### src/rtl/egress_port_buffer.sv
// rtl/egress_port_buffer.sv - per-output-port egress FIFO with drop/error counters
module egress_port_buffer #(
  parameter int NUM_PORTS  = 4,
  parameter int DATA_WIDTH = 8,
  parameter int DEPTH      = 4,
  parameter int AFULL_LVL  = 3,
  parameter int CNT_WIDTH  = 8
) (
  input  logic                         clk,
  input  logic                         rst_n,
  input  logic                         in_valid,
  input  logic [DATA_WIDTH-1:0]        in_data,
  input  logic [NUM_PORTS-1:0]         in_source,
  output logic                         out_valid,
  output logic [DATA_WIDTH-1:0]        out_data,
  output logic [$clog2(NUM_PORTS)-1:0] out_src_id,
  input  logic                         out_ready,
  output logic                         full_o,
  output logic                         afull_o,
  output logic [$clog2(DEPTH):0]       level_o,
  output logic [CNT_WIDTH-1:0]         drop_cnt_o,
  output logic [CNT_WIDTH-1:0]         err_cnt_o
);

  localparam int AW = $clog2(DEPTH);
  localparam int SW = $clog2(NUM_PORTS);

  logic [DATA_WIDTH-1:0] data_mem [DEPTH];
  logic [SW-1:0]         src_mem  [DEPTH];

  logic [AW:0]           wr_ptr_q, wr_ptr_d;
  logic [AW:0]           rd_ptr_q, rd_ptr_d;
  logic [CNT_WIDTH-1:0]  drop_cnt_q, drop_cnt_d;
  logic [CNT_WIDTH-1:0]  err_cnt_q, err_cnt_d;

  logic                  empty, full, onehot, legal, push, pop, overflow, illegal;
  logic [SW-1:0]         src_idx;
  logic [AW:0]           level;

  // Pointers carry one extra wrap bit so full and empty are distinguishable.
  assign empty  = (wr_ptr_q == rd_ptr_q);
  assign full   = (wr_ptr_q[AW-1:0] == rd_ptr_q[AW-1:0]) && (wr_ptr_q[AW] != rd_ptr_q[AW]);
  assign level  = wr_ptr_q - rd_ptr_q;

  assign onehot   = (in_source != '0) && ((in_source & (in_source - 1'b1)) == '0);
  assign legal    = in_valid && onehot;
  assign illegal  = in_valid && !onehot;
  assign pop      = out_valid && out_ready;
  assign push     = legal && (!full || pop);
  assign overflow = legal && full && !pop;

  always_comb begin
    src_idx = '0;
    for (int i = 0; i < NUM_PORTS; i++) begin
      if (in_source[i]) src_idx = SW'(i);
    end
  end

  always_comb begin
    wr_ptr_d   = wr_ptr_q + {{AW{1'b0}}, push};
    rd_ptr_d   = rd_ptr_q + {{AW{1'b0}}, pop};
    drop_cnt_d = drop_cnt_q;
    err_cnt_d  = err_cnt_q;
    // Counters stick at all-ones rather than wrapping.
    if (overflow && (drop_cnt_q != '1)) drop_cnt_d = drop_cnt_q + 1'b1;
    if (illegal && (err_cnt_q != '1))   err_cnt_d  = err_cnt_q + 1'b1;
  end

  always_ff @(posedge clk or negedge rst_n) begin
    if (!rst_n) begin
      wr_ptr_q   <= '0;
      rd_ptr_q   <= '0;
      drop_cnt_q <= '0;
      err_cnt_q  <= '0;
    end else begin
      wr_ptr_q   <= wr_ptr_d;
      rd_ptr_q   <= rd_ptr_d;
      drop_cnt_q <= drop_cnt_d;
      err_cnt_q  <= err_cnt_d;
    end
  end

  always_ff @(posedge clk) begin
    if (push) begin
      data_mem[wr_ptr_q[AW-1:0]] <= in_data;
      src_mem[wr_ptr_q[AW-1:0]]  <= src_idx;
    end
  end

  // Head entry falls through combinationally; gated to zero when empty.
  assign out_valid  = !empty;
  assign out_data   = out_valid ? data_mem[rd_ptr_q[AW-1:0]] : '0;
  assign out_src_id = out_valid ? src_mem[rd_ptr_q[AW-1:0]]  : '0;

  assign full_o     = full;
  assign afull_o    = (level >= (AW+1)'(AFULL_LVL));
  assign level_o    = level;
  assign drop_cnt_o = drop_cnt_q;
  assign err_cnt_o  = err_cnt_q;

endmodule

### config.mk
export PLATFORM = sky130hd
export DESIGN_NAME = egress_port_buffer
export DESIGN_NICKNAME = d
export VERILOG_FILES = /design/src/rtl/egress_port_buffer.sv
export SDC_FILE = /design/constraint.sdc
export NUM_CORES = 1
export LEC_CHECK = 0
export ABC_AREA = 1
export CELL_PAD_IN_SITES_DETAIL_PLACEMENT = 1
export CELL_PAD_IN_SITES_GLOBAL_PLACEMENT = 1
export CORE_ASPECT_RATIO = 2
export CORE_MARGIN = 5
export CORE_UTILIZATION = 52
export CTS_CLUSTER_SIZE = 20
export DETAILED_ROUTE_END_ITERATION = 6
export DONT_BUFFER_PORTS = 1
export GPL_TIMING_DRIVEN = 0
export PLACE_DENSITY = 0.87
export SYNTH_ARGS = -nofsm -noshare
export SYNTH_HDL_FRONTEND = slang
export SYNTH_SLANG_ARGS = --single-unit
export TNS_END_PERCENT = 100
### constraint.sdc
create_clock -name clk -period 3.3 [get_ports clk]
set_input_delay 0.33 -clock clk [delete_from_list [all_inputs] [get_ports clk]]
set_output_delay 0.33 -clock clk [all_outputs]
set_load 0.01 [all_outputs]
After elaboration in Yosys (flattened, before gate mapping)
Memories as Yosys holds them, arrays and structs flattened.
Index checks and enable logic that the tools add are counted.
- memories kept: 2
- memory bits (writable): 40
- bits in registers: 22
- word-level logic and storage cells: 43
- input bits: 16
- memory list (memory ; words ; bits a word ; rd ports ; clocked after memory_dff ; wr ports ; RTL line ; text):
    data_mem ; 4 ; 8 ; 1 ; 0 ; 1 ; 28 ; logic [DATA_WIDTH-1:0] data_mem [DEPTH];
    src_mem ; 4 ; 2 ; 1 ; 0 ; 1 ; 29 ; logic [SW-1:0] src_mem [DEPTH];
- add/subtract/negate cells: 6
- mux-type cells: 7
- eq/ne operators: 5
- magnitude comparators: 1
- bitwise gates (word level): 1
- reduce and logical (&&, ||, !) cells: 17
- operator list (operator ; number):
    adder 8 x 1 -> 8 bit (second input constant) ; 2
    != test 8 bit (second input constant) ; 2
    logical AND 1 bit ; 10
    2-to-1 mux 8 bit ; 1
    adder 3 x 1 -> 3 bit ; 2
    2-to-1 mux 2 bit ; 3
    bitwise AND 4 bit ; 1
    logical NOT 1 bit ; 4
    logical NOT 4 bit ; 1
    nonzero test 4 bit ; 1
    subtractor 4 x 1 -> 4 bit (second input constant) ; 1
    equality test 3 bit ; 1
    >= comparator 3 x 2 -> 1 bit (second input constant) ; 1
    2-to-1 mux 1 bit ; 3
    subtractor 3 bit ; 1
    equality test 2 bit ; 1
    logical OR 1 bit ; 1
    != test 1 bit ; 1

Logic depth before layout (Yosys ltp)
Gate-level depths: netlist (run 1).
- word-level depth: 8
- depth in mapped cells: 11
- gate-level depth less buffers: 11

Worst setup path before layout (run 1)
No wires, ideal clock.
- kind: register to register
- from: register rd_ptr_q[1]
- to: memory data_mem[0][0], enable pin
- stages on the path, launching flop included: 9
- path buffers: 1
- data required time: 2.924 ns
- data arrival time: 1.825 ns
- setup slack: 1.098 ns
- path through: dfrtp_1 inv_1 clkbuf_1 ha_1 nand2_1 inv_1 nand3_4 nand2_2 nor2_1
- cells in the longest elaborated chain, start to end: 7
- RTL lines (element ; RTL line ; text):
    start: declaration ; 32 ; logic [AW:0] rd_ptr_q, rd_ptr_d;
    start signal: assignment ; 77 ; rd_ptr_q <= rd_ptr_d;
    equality test 3 bit or equality test 2 bit (tied branches) ; 41, 42 ;
    logical NOT 1 bit or logical AND 1 bit (tied branches) ; 91, 42 ;
    logical AND 1 bit or logical NOT 1 bit (tied branches) ; 48, 49 ;
    logical OR 1 bit * ; 49 ; assign push = legal && (!full || pop);
    logical AND 1 bit * ; 49 ;
    2-to-1 mux 1 bit * ; 84 ; if (push) begin
    2-to-1 mux 1 bit (not written as such) * ; 85 ; data_mem[wr_ptr_q[AW-1:0]] <= in_data;
    end: declaration ; 28 ;
Mark *: on every way between the ends. The rest lies on a longest branch, timed or not.

Worst setup path in the final report (run 1)
- from: register rd_ptr_q[1]
- to: memory data_mem[3][2], enable pin
Same word-level chain as after synthesis.

==> run summary, run 1 <==
RSZ-0062 raised after global routing -> false
die width -> 63.5 um
Clock Path Buffers -> 2
CP max FO -> 11
total wire length -> 7070 um
synth warn -> 0
fin util -> 0.589
Detailed Place HPWL -> 5140 um
fin area -> 0.00333 mm2
Die Ht -> 117 um
I/O Pins -> 48
vias per std cell -> 5.52
startpoint types -> flop
Overflow after GRT -> 0
GPL Wtd Cong -> 0.793
Clock Latency Late Sink -> 0.33 ns
Reg-to-Reg Start -> rd_ptr_q[1]
Critical Path RT -> 3.24 ns
Net Count, Synth -> 335
# nets final -> 347
final setup vio count -> 0
Max Slew Vio Count -> 0
Final Non-Filler Cells -> 388
DP Cell Count -> 371
most frequent cell after synthesis -> nand2_1
routed len/inst -> 18.2 um
Post-synth top cells -> nand2_1 (72), nor2_1 (56), edfxtp_1 (40)
layout cells sized above 1 -> 0.0856
Top FF cell, synth -> edfxtp_1
status -> complete, no violations
postcts setup bufs -> 0
DR vias -> 2,140
DR pass1 iterations -> 5
Final Hold Vio Count -> 0
DP Worst Slack -> 0.289 ns
# rows -> 39
Setup Crit Path Kind -> reg2reg
Area after DPL -> 0.00305 mm2
number of synthesized flops with an enable pin -> 40
Total GRT Usage -> 0.209
Post-Synthesis Cells -> 310
clk slew on worst S/H paths -> 0.05 ns
root buffer cell -> clkbuf_16
Critical Path End Type -> flop
initial antenna violation count -> 0
Power, Total -> 2.89 mW
worst hold-check path type -> in2reg
CTS tree -> yes
final worst slack -> 0.292 ns
min Tclk post-route -> 3.01 ns
post-synthesis sequential area ratio -> 0.588
final hold slack -> 0.0955 ns
CTS HTree Levels -> 3
synthesized area per cell -> 9.61 um2
die area -> 0.00743 mm2
core area -> 0.00566 mm2
Initial Util -> 0.526
Hold Path Depth -> 0
number of max-cap violations -> 0
largest net degree at the start of global routing -> 23
period utilisation layout -> 0.912
# diodes -> 0
Syn Std Cell Area -> 0.00298 mm2
DRC Markers -> 0
number of global-route vias before repair -> 2,411
peak supply drop -> 0.664 mV
FF+latch count, synth -> 62
CP arrival -> 2.95 ns
fillcell total -> 642
setup TNS -> 0 ns
Leakage -> 1.50 nW
Max Freq -> 332 MHz
P&R area growth vs syn -> 11.9%
CTS Sinks -> 62
Post-DRT Antenna Nets -> 0
R2R depth -> 8
Hold Path End -> data_mem[2][0]
DRT iter0 DRCs -> 85
total CTS buffers -> 9
Port Buf Inserts -> 0
R2R setup slack -> 0.29 ns
Slew headroom -> 0.232
Clock Skews -> 0.00756 ns
Pwr Density -> 866 mW/mm2
Post-synth ARST share -> 0.355
Hold Crit Start -> in_data[0]
Critical R2R Capture -> data_mem[3][2]
ranking of synthesized cells by area -> edfxtp_1 (40%), dfrtp_1 (18%), nand2_1 (9.1%)
first-pass GRT wire length -> 11,700 um
Synth area leader -> edfxtp_1
top cell type's share of synthesized area -> 0.403
Yosys cell types -> 24
Worst Max-Slew Pin Slew -> 1.15 ns
## registers in the layout (all words and copies together) (netlist names)
register,cells
drop_cnt_o,8
data_mem,32
wr_ptr_q,3
err_cnt_o,8
rd_ptr_q,3
src_mem,8
## where the power goes
| group | switching (mW) | internal, mW |
|---|---|---|
| combinational | 0.702 | 0.290 |
| clock | 0.320 | 0.524 |
| sequential | 0.123 | 0.928 |
## how the worst max path moves through the flow
stage / from / to / slack (ns) / cells after the start
6_report: rd_ptr_q[1] / data_mem[3][2] / 0.29 / 8
5_1_grt: rd_ptr_q[1] / data_mem[3][2] / 0.13 / 8
4_1_cts: rd_ptr_q[1] / data_mem[3][5] / 0.24 / 8
3_5_place_dp: rd_ptr_q[1] / data_mem[3][5] / 0.29 / 8
3_3_place_gp: rd_ptr_q[1] / data_mem[3][2] / 0.39 / 8
2_1_floorplan: rd_ptr_q[1] / data_mem[0][0] / 1.10 / 8
## placed cells by master, fill, tap and decap left out
cell	Yosys	routed
fa_1	1	1
clkbuf_1	4	6
nand2_2	3	3
clkbuf_16	0	9
ha_1	8	8
dfrtp_1	22	22
buf_2	3	3
nand4_1	1	1
clkinvlp_4	0	1
a21oi_1	11	11
clkinv_2	0	3
o21ai_1	3	3
nand3_4	1	1
nor2_1	56	56
nor2_4	1	1
inv_1	32	32
nand3b_1	1	1
edfxtp_1	40	40
nor3_4	1	1
nand2_1	72	72
nor2_8	1	1
xor2_1	7	7
nand2_4	3	3
nand3_1	11	11
dlygate4sd3_1	0	1
buf_4	1	1
clkbuf_8	0	1
xnor2_1	4	4
o21ai_0	23	23
## repair_timing
item	in CTS	in global routing
endpoints found under the hold margin	22	0
hold buffers	1	0
gates resized for setup	0	0
## cells by family after synthesis
| group | share of synthesized area |
|---|---|
| buffers and inverters | 0.0529 |
| AOI/OAI and AO/OA | 0.0622 |
| DFF | 0.588 |
| adders and majority gates | 0.0403 |
| and+or+nand+nor | 0.224 |
| xor gates and xnor gates | 0.0324 |
## layout make-up
| type | count | area (um2) | share of cell area |
|---|---|---|---|
| plain buffers | 8 | 37.5 | 0.0113 |
| flip-flops and latches | 62 | 1750 | 0.526 |
| inverters | 32 | 120 | 0.0360 |
| well taps | 61 | 76.3 | 0.0229 |
| multi-input cells | 208 | 1070 | 0.321 |
| repair buffers | 1 | 10.0 | 0.00300 |
| clock buffers | 12 | 246 | 0.0739 |
| clock inverters | 4 | 22.5 | 0.00676 |
## worst max-delay path: stages (launching register included)
cell      delay, ns
dfrtp_1        0.39
inv_1          0.08
clkbuf_1       0.50
ha_1           0.36
nand2_1        0.12
inv_1          0.09
nand3_4        0.10
nand2_2        0.09
nor2_1         0.88
## per-layer routing
layer / track usage / up-vias / wire [um]
li1: - / 1025 / -
met1: 0.196 / 1052 / 2410
met2: 0.396 / 47 / 4060
met3: 0.0621 / 16 / 361
met4: 0.107 / 0 / 227
met5: 0 / - / 0
Power figures use the tool's default switching activity.
==> run 2: changes to the inputs <==
CORE_MARGIN = 10   (was 5)
CTS_CLUSTER_SIZE = 40   (was 20)
==> run 2 against run 1 <==
Against the previous run: total power up 5.4%; core utilization rose by 0.82 points; non-clock buffer count stayed put; global-route usage shrank 3.7 points; final cell count stayed put; register-to-register slack gained 0.03 ns; flip-flop and latch count is the same; critical path depth unchanged; setup slack better by 0.025 ns; worst hold slack worse by 0.0028 ns; sequential power about the same; critical endpoint is now data_mem[2][4].
==> run summary, run 2 (synthesis gave the netlist of run 1 again) <==
period utilisation layout -> 0.904
Detailed Place HPWL -> 5630 um
RSZ-0062 raised after global routing -> false
worst hold-check path type -> in2reg
Clock Latency Late Sink -> 0.33 ns
Worst Max-Slew Pin Slew -> 1.09 ns
# rows -> 39
startpoint types -> flop
Critical Path End Type -> flop
DR vias -> 2,159
most used cell, CP -> inv_1
die width -> 73.5 um
min Tclk post-route -> 2.98 ns
GPL Wtd Cong -> 0.798
Critical R2R Capture -> data_mem[2][4]
clk slew on worst S/H paths -> 0.05 ns
origin of the worst setup path -> rd_ptr_q[1]
Post-DRT Antenna Nets -> 0
R2R depth -> 8
R2R setup slack -> 0.32 ns
DRC Markers -> 0
status -> complete, no violations
# nets final -> 347
die area -> 0.00934 mm2
first-pass GRT wire length -> 12,400 um
Register Area -> 0.00175 mm2
root buffer cell -> clkbuf_16
final setup vio count -> 0
total wire length -> 7500 um
worst path cell trace -> inv_1 > clkbuf_1 > ha_1 > nand2_1 > inv_1 > nand3_4 > nand2_2 > nor2_1
Total GRT Usage -> 0.172
Critical Path Max Stage Delay -> 0.84 ns
setup TNS -> 0 ns
DRT iter0 DRCs -> 173
Leakage -> 1.52 nW
Hold Path Depth -> 0
Die Ht -> 127 um
CP arrival -> 2.93 ns
I/O Pins -> 48
Overflow after GRT -> 0
critical path's slowest cell -> nor2_1
Resize count post-CTS -> 0
Power, Total -> 3.04 mW
Multi-input gate area -> 0.00107 mm2
Max Slew Vio Count -> 0
Hold Path End -> data_mem[0][6]
core area -> 0.00566 mm2
Clock Path Buffers -> 2
most common cell after layout, fill and taps aside -> nand2_1
Max Freq -> 335 MHz
DR pass1 iterations -> 4
most frequent cells in the layout -> nand2_1 (72), nor2_1 (56), edfxtp_1 (40)
CTS Sinks -> 62
CP max FO -> 11
total CTS buffers -> 9
P&R area growth vs syn -> 13.5%
vias per std cell -> 5.56
Clock Skews -> 0.00638 ns
Largest register FFs -> 32
largest net degree at the start of global routing -> 23
Slew headroom -> 0.269
Port Buf Inserts -> 0
peak supply drop -> 0.751 mV
Final Hold Vio Count -> 0
number of global-route vias before repair -> 2,420
fillcell total -> 655
Setup Crit Path Kind -> reg2reg
Critical Path RT -> 3.25 ns
Hold Crit Start -> in_data[6]
fin util -> 0.597
# diodes -> 0
CTS tree -> yes
layout cells sized above 1 -> 0.0826
CTS HTree Levels -> 3
Initial Util -> 0.526
Pwr Density -> 900 mW/mm2
initial antenna violation count -> 0
Reg-to-Reg Start -> rd_ptr_q[1]
routed len/inst -> 19.3 um
number of max-cap violations -> 0
[run 2: area by class of cell]
class,instances,area share
inverters,32,0.0355
clock buffers,11,0.0718
plain buffers,8,0.0111
repair buffers,1,0.00296
well taps,61,0.0226
clock inverters,5,0.0215
multi-input cells,208,0.316
flip-flops and latches,62,0.518
[run 2: how the worst max path moves through the flow]
stage          slack [ns]  cells past startpoint             end
2_1_floorplan        1.10                      8  data_mem[0][0]
3_3_place_gp         0.41                      8   src_mem[3][0]
3_5_place_dp         0.27                      8  data_mem[2][1]
4_1_cts              0.24                      8  data_mem[2][7]
5_1_grt              0.09                      8  data_mem[2][4]
6_report             0.32                      8  data_mem[2][4]
[run 2: critical path, delay by kind of cell (launching register included)]
family	cells	cell delay [ns]
adder cells (fa/ha/maj)	1	0.37
buffers and inverters	3	0.70
flip-flops	1	0.39
AND/OR/NAND/NOR	4	1.14
[run 2: repair_timing]
item / in CTS / in global routing
hold endpoints to repair: 22 / 0
buffers inserted: 0 / 0
endpoints found under the setup margin: 0 / 0
hold buffers: 1 / 0
[run 2: through the flow]
step | setup slack (ns) | hold slack (ns) | instances | cell area (um2)
after floorplan | 1.10 | 0.0344 | 310 | 2980
after global routing | 0.0875 | 0.0795 | 388 | 3380
after CTS | 0.238 | 0.0816 | 388 | 3380
final | 0.317 | 0.0926 | 388 | 3380
after detailed placement | 0.271 | 0.0353 | 371 | 3050
after global placement | 0.411 | 0.0352 | 371 | 3050
[run 2: where the power goes]
part | internal [mW] | switching (mW) | total [mW] | leakage [nW]
Sequential | 0.928 | 0.128 | 1.06 | 0.647
Clock | 0.674 | 0.322 | 0.996 | 0.155
Combinational | 0.287 | 0.704 | 0.991 | 0.720
Total | 1.89 | 1.15 | 3.04 | 1.52
[run 2: routing by layer]
layer  wire length, um  part of all wire  track usage  vias up
met1              2680              0.36        0.170     1073
met4               139             0.019       0.0684        0
met5                 0                 0            0        -
met3               535             0.071       0.0736       15
li1                  -                 -            -     1021
met2              4150              0.55        0.298       50
==> run 3: changes to the inputs <==
CORE_MARGIN = 5   (was 10)
==> results of run 3 <==
No change in the layout: final DEF, timing and power equal those of run 1.
